`config.mk`:
```
export PLATFORM = sky130hd
export DESIGN_NAME = regfile_bist
export DESIGN_NICKNAME = d
export VERILOG_FILES = /design/src/rtl/regfile_bist.sv
export SDC_FILE = /design/constraint.sdc
export NUM_CORES = 1
export LEC_CHECK = 0
export CAP_MARGIN = 20
export CORE_MARGIN = 10
export CORE_UTILIZATION = 56
export CTS_CLUSTER_SIZE = 20
export DETAILED_ROUTE_END_ITERATION = 10
export PLACE_DENSITY = 0.92
export REMOVE_ABC_BUFFERS = 1
export SYNTH_ARGS = -nofsm -noshare
export SYNTH_HDL_FRONTEND = slang
export SYNTH_SLANG_ARGS = --single-unit
```
`constraint.sdc`:
```
create_clock -name CLK -period 4.55 [get_ports CLK]
set_input_delay 0.6825 -clock CLK [delete_from_list [all_inputs] [get_ports CLK]]
set_output_delay 0.6825 -clock CLK [all_outputs]
set_load 0.05 [all_outputs]
```
`src/rtl/regfile_bist.sv`:
```
// Register-file BIST: writes a selectable pattern to DEPTH registers, reads it back and counts mismatches.
// Latency: a run takes 2*DEPTH busy cycles; DONE/PASS are valid on the cycle after the last read.
// No backpressure: one write or one compare per cycle; ABORT cancels a run, and START is ignored while busy.
module regfile_bist #(
    parameter int WIDTH = 4,
    parameter int DEPTH = 8
) (
    input  logic             CLK,
    input  logic             RST,
    input  logic             START,
    input  logic             ABORT,
    input  logic [1:0]       PATTERN,
    input  logic [WIDTH-1:0] RD,
    output logic [2:0]       WA,
    output logic [WIDTH-1:0] Din,
    output logic             WR_ENABLE,
    output logic [2:0]       RA,
    output logic             BUSY,
    output logic             DONE,
    output logic             PASS,
    output logic [3:0]       ERR_COUNT,
    output logic [2:0]       FAIL_ADDR
);

    typedef enum logic [1:0] {IDLE, WRITE, READ, FINISH} state_t;

    localparam logic [2:0] LAST = 3'(DEPTH - 1);

    state_t           state;
    logic [2:0]       addr;
    logic [1:0]       pat;
    logic [WIDTH-1:0] exp_rd;
    logic             mismatch;

    // Expected register contents for address i under pattern pat.
    function automatic logic [WIDTH-1:0] exp_data(input logic [1:0] p, input logic [2:0] i);
        logic [WIDTH-1:0] v;
        v = '0;
        case (p)
            2'd0:    v = WIDTH'(i);
            2'd1:    v = ~WIDTH'(i);
            2'd2:    v = '1;
            default: begin
                // Checkerboard: bit0 set on even addresses, cleared on odd ones.
                for (int b = 0; b < WIDTH; b++) begin
                    v[b] = ((b % 2) == 0) ? ~i[0] : i[0];
                end
            end
        endcase
        return v;
    endfunction

    // Zero-latency read check: RD answers the RA we present this cycle, and RA equals addr in READ.
    assign exp_rd   = exp_data(pat, addr);
    assign mismatch = (RD != exp_rd);

    // Single FSM with every output registered so the register-file interface is glitch-free.
    always_ff @(posedge CLK or negedge RST) begin
        if (!RST) begin
            state     <= IDLE;
            addr      <= '0;
            pat       <= '0;
            WA        <= '0;
            Din       <= '0;
            WR_ENABLE <= 1'b0;
            RA        <= '0;
            BUSY      <= 1'b0;
            DONE      <= 1'b0;
            PASS      <= 1'b0;
            ERR_COUNT <= '0;
            FAIL_ADDR <= '0;
        end else if (ABORT && (state == WRITE || state == READ)) begin
            // Abort outranks both START and the terminal-address transition.
            state     <= IDLE;
            addr      <= '0;
            WA        <= '0;
            Din       <= '0;
            WR_ENABLE <= 1'b0;
            RA        <= '0;
            BUSY      <= 1'b0;
            DONE      <= 1'b0;
            PASS      <= 1'b0;
        end else begin
            case (state)
                IDLE, FINISH: begin
                    if (START) begin
                        // First write is presented on the very next cycle, using the live PATTERN.
                        state     <= WRITE;
                        pat       <= PATTERN;
                        addr      <= '0;
                        ERR_COUNT <= '0;
                        FAIL_ADDR <= '0;
                        DONE      <= 1'b0;
                        PASS      <= 1'b0;
                        BUSY      <= 1'b1;
                        WR_ENABLE <= 1'b1;
                        WA        <= '0;
                        Din       <= exp_data(PATTERN, 3'd0);
                    end
                end
                WRITE: begin
                    if (addr == LAST) begin
                        state     <= READ;
                        addr      <= '0;
                        WR_ENABLE <= 1'b0;
                        WA        <= '0;
                        Din       <= '0;
                        RA        <= '0;
                    end else begin
                        addr      <= addr + 3'd1;
                        WA        <= addr + 3'd1;
                        Din       <= exp_data(pat, addr + 3'd1);
                    end
                end
                READ: begin
                    if (mismatch) begin
                        if (ERR_COUNT != 4'd15) begin
                            ERR_COUNT <= ERR_COUNT + 4'd1;
                        end
                        // The count only grows, so zero means this is the run's first miss.
                        if (ERR_COUNT == 4'd0) begin
                            FAIL_ADDR <= addr;
                        end
                    end
                    if (addr == LAST) begin
                        state <= FINISH;
                        addr  <= '0;
                        RA    <= '0;
                        BUSY  <= 1'b0;
                        DONE  <= 1'b1;
                        PASS  <= (ERR_COUNT == 4'd0) && !mismatch;
                    end else begin
                        addr  <= addr + 3'd1;
                        RA    <= addr + 3'd1;
                    end
                end
                default: state <= IDLE;
            endcase
        end
    end

endmodule

```
After elaboration in Yosys (flattened, before gate mapping)
Cells that the tools add are included.
{"block": "op_classes", "mux": 41, "addsub": 2, "eq_ne": 17, "reduce_logical": 23, "bitwise": 5}
{"cell": "two-way mux 3 bit", "count": 8}
{"cell": "two-way mux 4 bit", "count": 6}
{"cell": "one-hot mux 3 bit (2 select lines)", "count": 4}
{"cell": "one-hot mux 4 bit (2 select lines)", "count": 3}
{"cell": "one-hot mux 4 bit (3 select lines)", "count": 2}
{"cell": "AND reduction 3 bit", "count": 4}
{"cell": "AND reduction 5 bit", "count": 2}
{"cell": "two-way mux 1 bit", "count": 9}
{"cell": "nonzero test 3 bit", "count": 3}
{"cell": "== test 2 bit (second input constant)", "count": 4}
{"cell": "two-way mux 2 bit", "count": 4}
{"cell": "inverter 3 -> 4 bit", "count": 2}
{"cell": "one-hot mux 1 bit (2 select lines)", "count": 4}
{"cell": "== test 2 x 1 -> 1 bit (second input constant)", "count": 3}
{"cell": "logical NOT 2 bit", "count": 3}
{"cell": "!= test 3 x 1 -> 1 bit (second input constant)", "count": 2}
{"cell": "one-hot mux 2 bit (3 select lines)", "count": 1}
{"cell": "OR reduction 2 bit", "count": 3}
{"cell": "adder 4 x 1 -> 4 bit (second input constant)", "count": 1}
{"cell": "logical NOT 4 bit", "count": 1}
{"cell": "!= test 2 x 1 -> 1 bit (second input constant)", "count": 2}
{"cell": "!= test 2 bit (second input constant)", "count": 2}
{"cell": "!= test 4 bit", "count": 1}
{"cell": "!= test 4 bit (second input constant)", "count": 1}
{"cell": "9 further kinds", "count": 13}
{"block": "totals", "wordCells": 100, "ff_bits": 28, "output_inout_bits": 21}

Depth between registers and ports, before layout
{"block": "logic_depth", "depth_word": 8, "mapped_depth": 8, "depth_no_buf": 8}

Worst setup path before layout
OpenSTA, ideal clock, no wires.
{"block": "synth_path", "path_kind": "register -> register", "from": "register pat[0]", "to": "register ERR_COUNT[1]", "path_slack_ns": 2.327, "period_less_slack_ns": 2.223, "arrival_ns": 2.102, "path_stages_with_launch": 9, "cell_sequence": "dfrtp_1 -> ha_1 -> buf_2 -> o21bai_1 -> a21oi_1 -> xor2_1 -> or4_4 -> and2_4 -> a41o_1"}
{"block": "synth_via", "elab_chain_cells": 5, "word_cells_on_any_way": 7}
{"element": "start, declared", "line": "31", "rtl": "logic [1:0] pat;"}
{"element": "start signal, assigned", "line": "62", "rtl": "pat <= '0;"}
{"element": "start signal, assigned", "line": "89", "rtl": "pat <= PATTERN;"}
{"element": "== test 2 bit, or another cell as far along", "line": "39", "rtl": "case (p)"}
{"element": "one-hot mux 4 bit (3 select lines) *", "line": "39"}
{"element": "!= test 4 bit *", "line": "55", "rtl": "assign mismatch = (RD != exp_rd);"}
{"element": "!= test 2 bit (no line) *"}
{"element": "AND reduction 5 bit (no line) *"}
{"element": "end signal, assigned", "line": "118", "rtl": "ERR_COUNT <= ERR_COUNT + 4'd1;"}
{"element": "end, declared", "line": "21", "rtl": "output logic [3:0] ERR_COUNT,"}
Mark *: on every way between the ends. The rest lies on a longest branch, timed or not.
A chain may end at the register's enable or synchronous reset.

Worst setup path in the final report
{"block": "layout_path", "from": "register pat[1]", "to": "register FAIL_ADDR[2]"}
{"block": "layout_via", "elab_chain_cells": 5, "word_cells_on_any_way": 7}
{"element": "== test 2 bit, or another cell as far along", "line": "39"}
{"element": "one-hot mux 4 bit (3 select lines) *", "line": "39"}
{"element": "!= test 4 bit *", "line": "55"}
{"element": "!= test 2 bit (no line) *"}
{"element": "AND reduction 5 bit (no line) *"}
{"element": "end signal, assigned", "line": "122", "rtl": "FAIL_ADDR <= addr;"}
{"element": "end, declared", "line": "22", "rtl": "output logic [2:0] FAIL_ADDR"}
Marked as above.

==> summary.md <==
| Metric | Value |
|---|---|
| WS Path Type | `register to register` |
| Slew HR | `63.8%` |
| Synth Cell Area | `1740 um^2` |
| Met2 usage | `24.1%` |
| Fmax | `417 MHz` |
| Die Area | `5740 um^2` |
| Sequential-to-total area share from yosys stat | `40.2%` |
| Ratio of cells with drive above 1 in the final layout | `5.41%` |
| Core area | `3000 um^2` |
| Vias/cell | `6.07` |
| Number of max-cap violations | `0` |
| Crit-path max FO | `5` |
| First-pass GRT wire length | `7.02 mm` |
| Drt pass-1 iters | `4` |
| Slowest-stage cell, CP | `o41ai_2` |
| Total power | `1.51 mW` |
| Vias | `1547` |
| Final Instance Count excl. Fillers | `255` |
| Pin count of the biggest net entering global routing | `29` |
| Final Wtd Congestion | `0.857` |
| DP Cell Count | `250` |
| CP Cell Sequence | `inv_1, ha_1, nor4_2, a21oi_1, xor2_1, o41ai_2, nor2_1, a22o_1` |
| Detail Route Antenna Nets | `0` |
| DRT iter0 DRCs | `158` |
| Most Used Layer, Global Route | `met2` |
| Met3 GRT Util | `4.95%` |
| CTS Buf Count | `3` |
| Hold_ws | `0.511 ns` |
| P_leak | `0.922 nW` |
| Drt total wl | `4.02 mm` |
| Chip width | `75.8 um` |
| Cell Rows | `20` |
| Synth warn | `0` |
| Pins Over Slew Limit | `0` |
| CTS Hold Buffers Added | `0` |
| Clk_lat worst skew | `0.35 ns` |
| Initial antenna violation count | `0` |
| CTS Root Cell | `clkbuf_4` |
| Clock Skew | `0.0104 ns` |
| Worst Path Required | `4.80 ns` |
| Total grt overflow | `0` |
| I/O Pins | `31` |
| Peak per-stage delay on the critical path | `0.55 ns` |
| Mean routed wirelength per cell | `15.8 um` |
| Final period util | `52.8%` |
| CP arrival | `2.65 ns` |
| Post-cts resize count | `0` |
| Setup violators final | `0` |
| RSZ-0062 raised after global routing | `false` |
| Syn avg cell area | `8.89 um^2` |
| Worst vdd ir | `0.443 mV` |
| Vias in the first global route | `1538` |
| Startpoint class of the critical path | `register` |
| Crit end category | `register` |
| Synth cell types | `42` |
| Diode count | `0` |
| Worst slew pin tran | `0.543 ns` |
| Final Hold Vio Count | `0` |
| Pwr dens | `720 nW/um^2` |
| # clock sinks | `28` |
| Setup TNS | `0 ns` |
| Syn Inst Count | `196` |
| Overall routing resource usage | `15.2%` |
| Post CTS Setup Buffer Count | `0` |
| Initial Util | `58.0%` |
| Post-synthesis register bit count | `28` |
| Status | `complete, no violations` |
| HP Class | `register to register` |
| Die Y | `75.8 um` |
| IO buf count | `30` |
| H-tree levels | `1` |
| Clock slew at reported path FFs | `0.17 ns` |
| Final net count | `245` |
| CTS tree | `done` |
| GRT met1 Usage | `19.5%` |
| P&R area growth vs syn | `20.7%` |
| Clock buffer depth | `2` |
| DP HPWL | `2.97 mm` |
| Crit path time final | `2.40 ns` |
| Number of remaining DRC errors | `0` |
[routing by layer]
layer	part of all wire, %	routed length [um]
met5	0	0
met4	1.5	61
met3	7.2	290
met2	47	1890
met1	44	1780
[layout by cell type, fill, tap and decap left out, types with 2 or more instances in the layout]
cell | netlist | routed
nand2_1 | 29 | 29
nand2b_1 | 7 | 7
clkbuf_4 | 0 | 3
inv_1 | 13 | 13
or3_1 | 2 | 2
o21ai_0 | 4 | 4
o31ai_1 | 4 | 4
ha_1 | 12 | 12
clkdlybuf4s50_1 | 0 | 30
nand3_1 | 5 | 5
o32ai_1 | 2 | 2
nor2_1 | 10 | 10
o22ai_1 | 4 | 4
a22o_1 | 3 | 3
xor2_1 | 2 | 2
nor2b_1 | 3 | 3
a21oi_1 | 14 | 14
a31oi_1 | 4 | 4
nor3_1 | 4 | 4
o41ai_2 | 2 | 2
o21ai_1 | 12 | 12
dfrtp_1 | 28 | 28
mux2i_1 | 4 | 4
o211ai_1 | 2 | 2
[registers in the layout (all words and copies together) (netlist names)]
register,cells
FAIL_ADDR,3
DONE,1
BUSY,1
state,2
RA,3
Din,4
PASS,1
WA,3
ERR_COUNT,4
WR_ENABLE,1
addr,3
pat,2
[power by group]
group          switching (mW)  internal [mW]
registers              0.0673          0.326
logic                   0.608          0.341
clock network          0.0826         0.0892
total                   0.757          0.757
[kinds of logic after synthesis]
| family | share of synthesized area, % |
|---|---|
| AO/OA/AOI/OAI | 21.8 |
| XOR/XNOR | 1.01 |
| adder cells (fa/ha/maj) | 8.62 |
| buffers and inverters | 5.46 |
| flip-flops | 40.2 |
| multiplexers | 3.59 |
| AND/OR/NAND/NOR | 19.3 |
[worst max-delay path: cells and delay by family, from the launching register on]
kind	cells	cell delay [ns]
flip-flops	1	0.43
XOR/XNOR	1	0.18
AND/OR/NAND/NOR	2	0.44
buffers and inverters	1	0.10
adder cells (fa/ha/maj)	1	0.26
AO/OA/AOI/OAI	3	0.89
[cells in the mapped netlist, drive strengths merged]
cell type | number | area share (%)
a211o | 1 | 0.50
a21o | 1 | 0.43
a21oi | 14 | 4.0
a22o | 3 | 1.5
a2bb2oi | 1 | 0.50
a31oi | 4 | 1.4
a41o | 1 | 0.57
and2 | 1 | 0.50
buf | 3 | 1.1
clkbuf | 7 | 1.5
dfrtp | 28 | 40
ha | 12 | 8.6
inv | 13 | 2.8
mux2 | 2 | 1.3
mux2i | 4 | 2.3
nand2 | 29 | 6.2
nand2b | 7 | 2.5
nand3 | 5 | 1.4
nand4 | 1 | 0.36
nand4bb | 1 | 0.65
nor2 | 10 | 2.2
nor2b | 3 | 1.1
nor3 | 4 | 1.1
nor3b | 1 | 0.43
nor4 | 1 | 0.72
o211ai | 2 | 0.86
o21a | 1 | 0.43
o21ai | 16 | 4.6
o21bai | 1 | 0.43
o22ai | 4 | 1.4
o31ai | 4 | 1.7
o32ai | 2 | 1.0
o41ai | 3 | 2.4
or3 | 2 | 0.72
or4 | 1 | 0.65
or4bb | 1 | 0.65
xor2 | 2 | 1.0
[path summary, 6_finish.rpt]
check | startpoint | end | slack (ns) | cells past startpoint
worst max-delay path | pat[1] | FAIL_ADDR[2] | 2.15 | 8
worst min-delay path | Din[3] | Din[3] | 0.51 | 2
worst max register to register | pat[1] | FAIL_ADDR[2] | 2.15 | 8
worst min register to register | Din[3] | Din[3] | 0.51 | 2
max in group asynchronous | RST | BUSY | 3.59 | 2
min in group asynchronous | RST | ERR_COUNT[0] | 0.69 | 2
[final cells by class]
cell class	count	area, um^2
timing repair buffer	32	313
clock buffer	3	22.5
fill	245	901
tap	33	41.3
inverter	13	48.8
multi-input combinational	145	946
sequential	28	701
clock inverter	1	30.0
[metrics by stage]
step	area (um^2)	util, %	setup slack [ns]
6_report	2100	70.0	2.15
5_1_grt	2100	70.0	1.95
4_1_cts	2100	69.8	2.11
3_5_place_dp	2040	68.1	1.73
3_3_place_gp	2040	68.1	1.80
2_1_floorplan	1700	-	2.35
(Power assumes the default switching activity.)
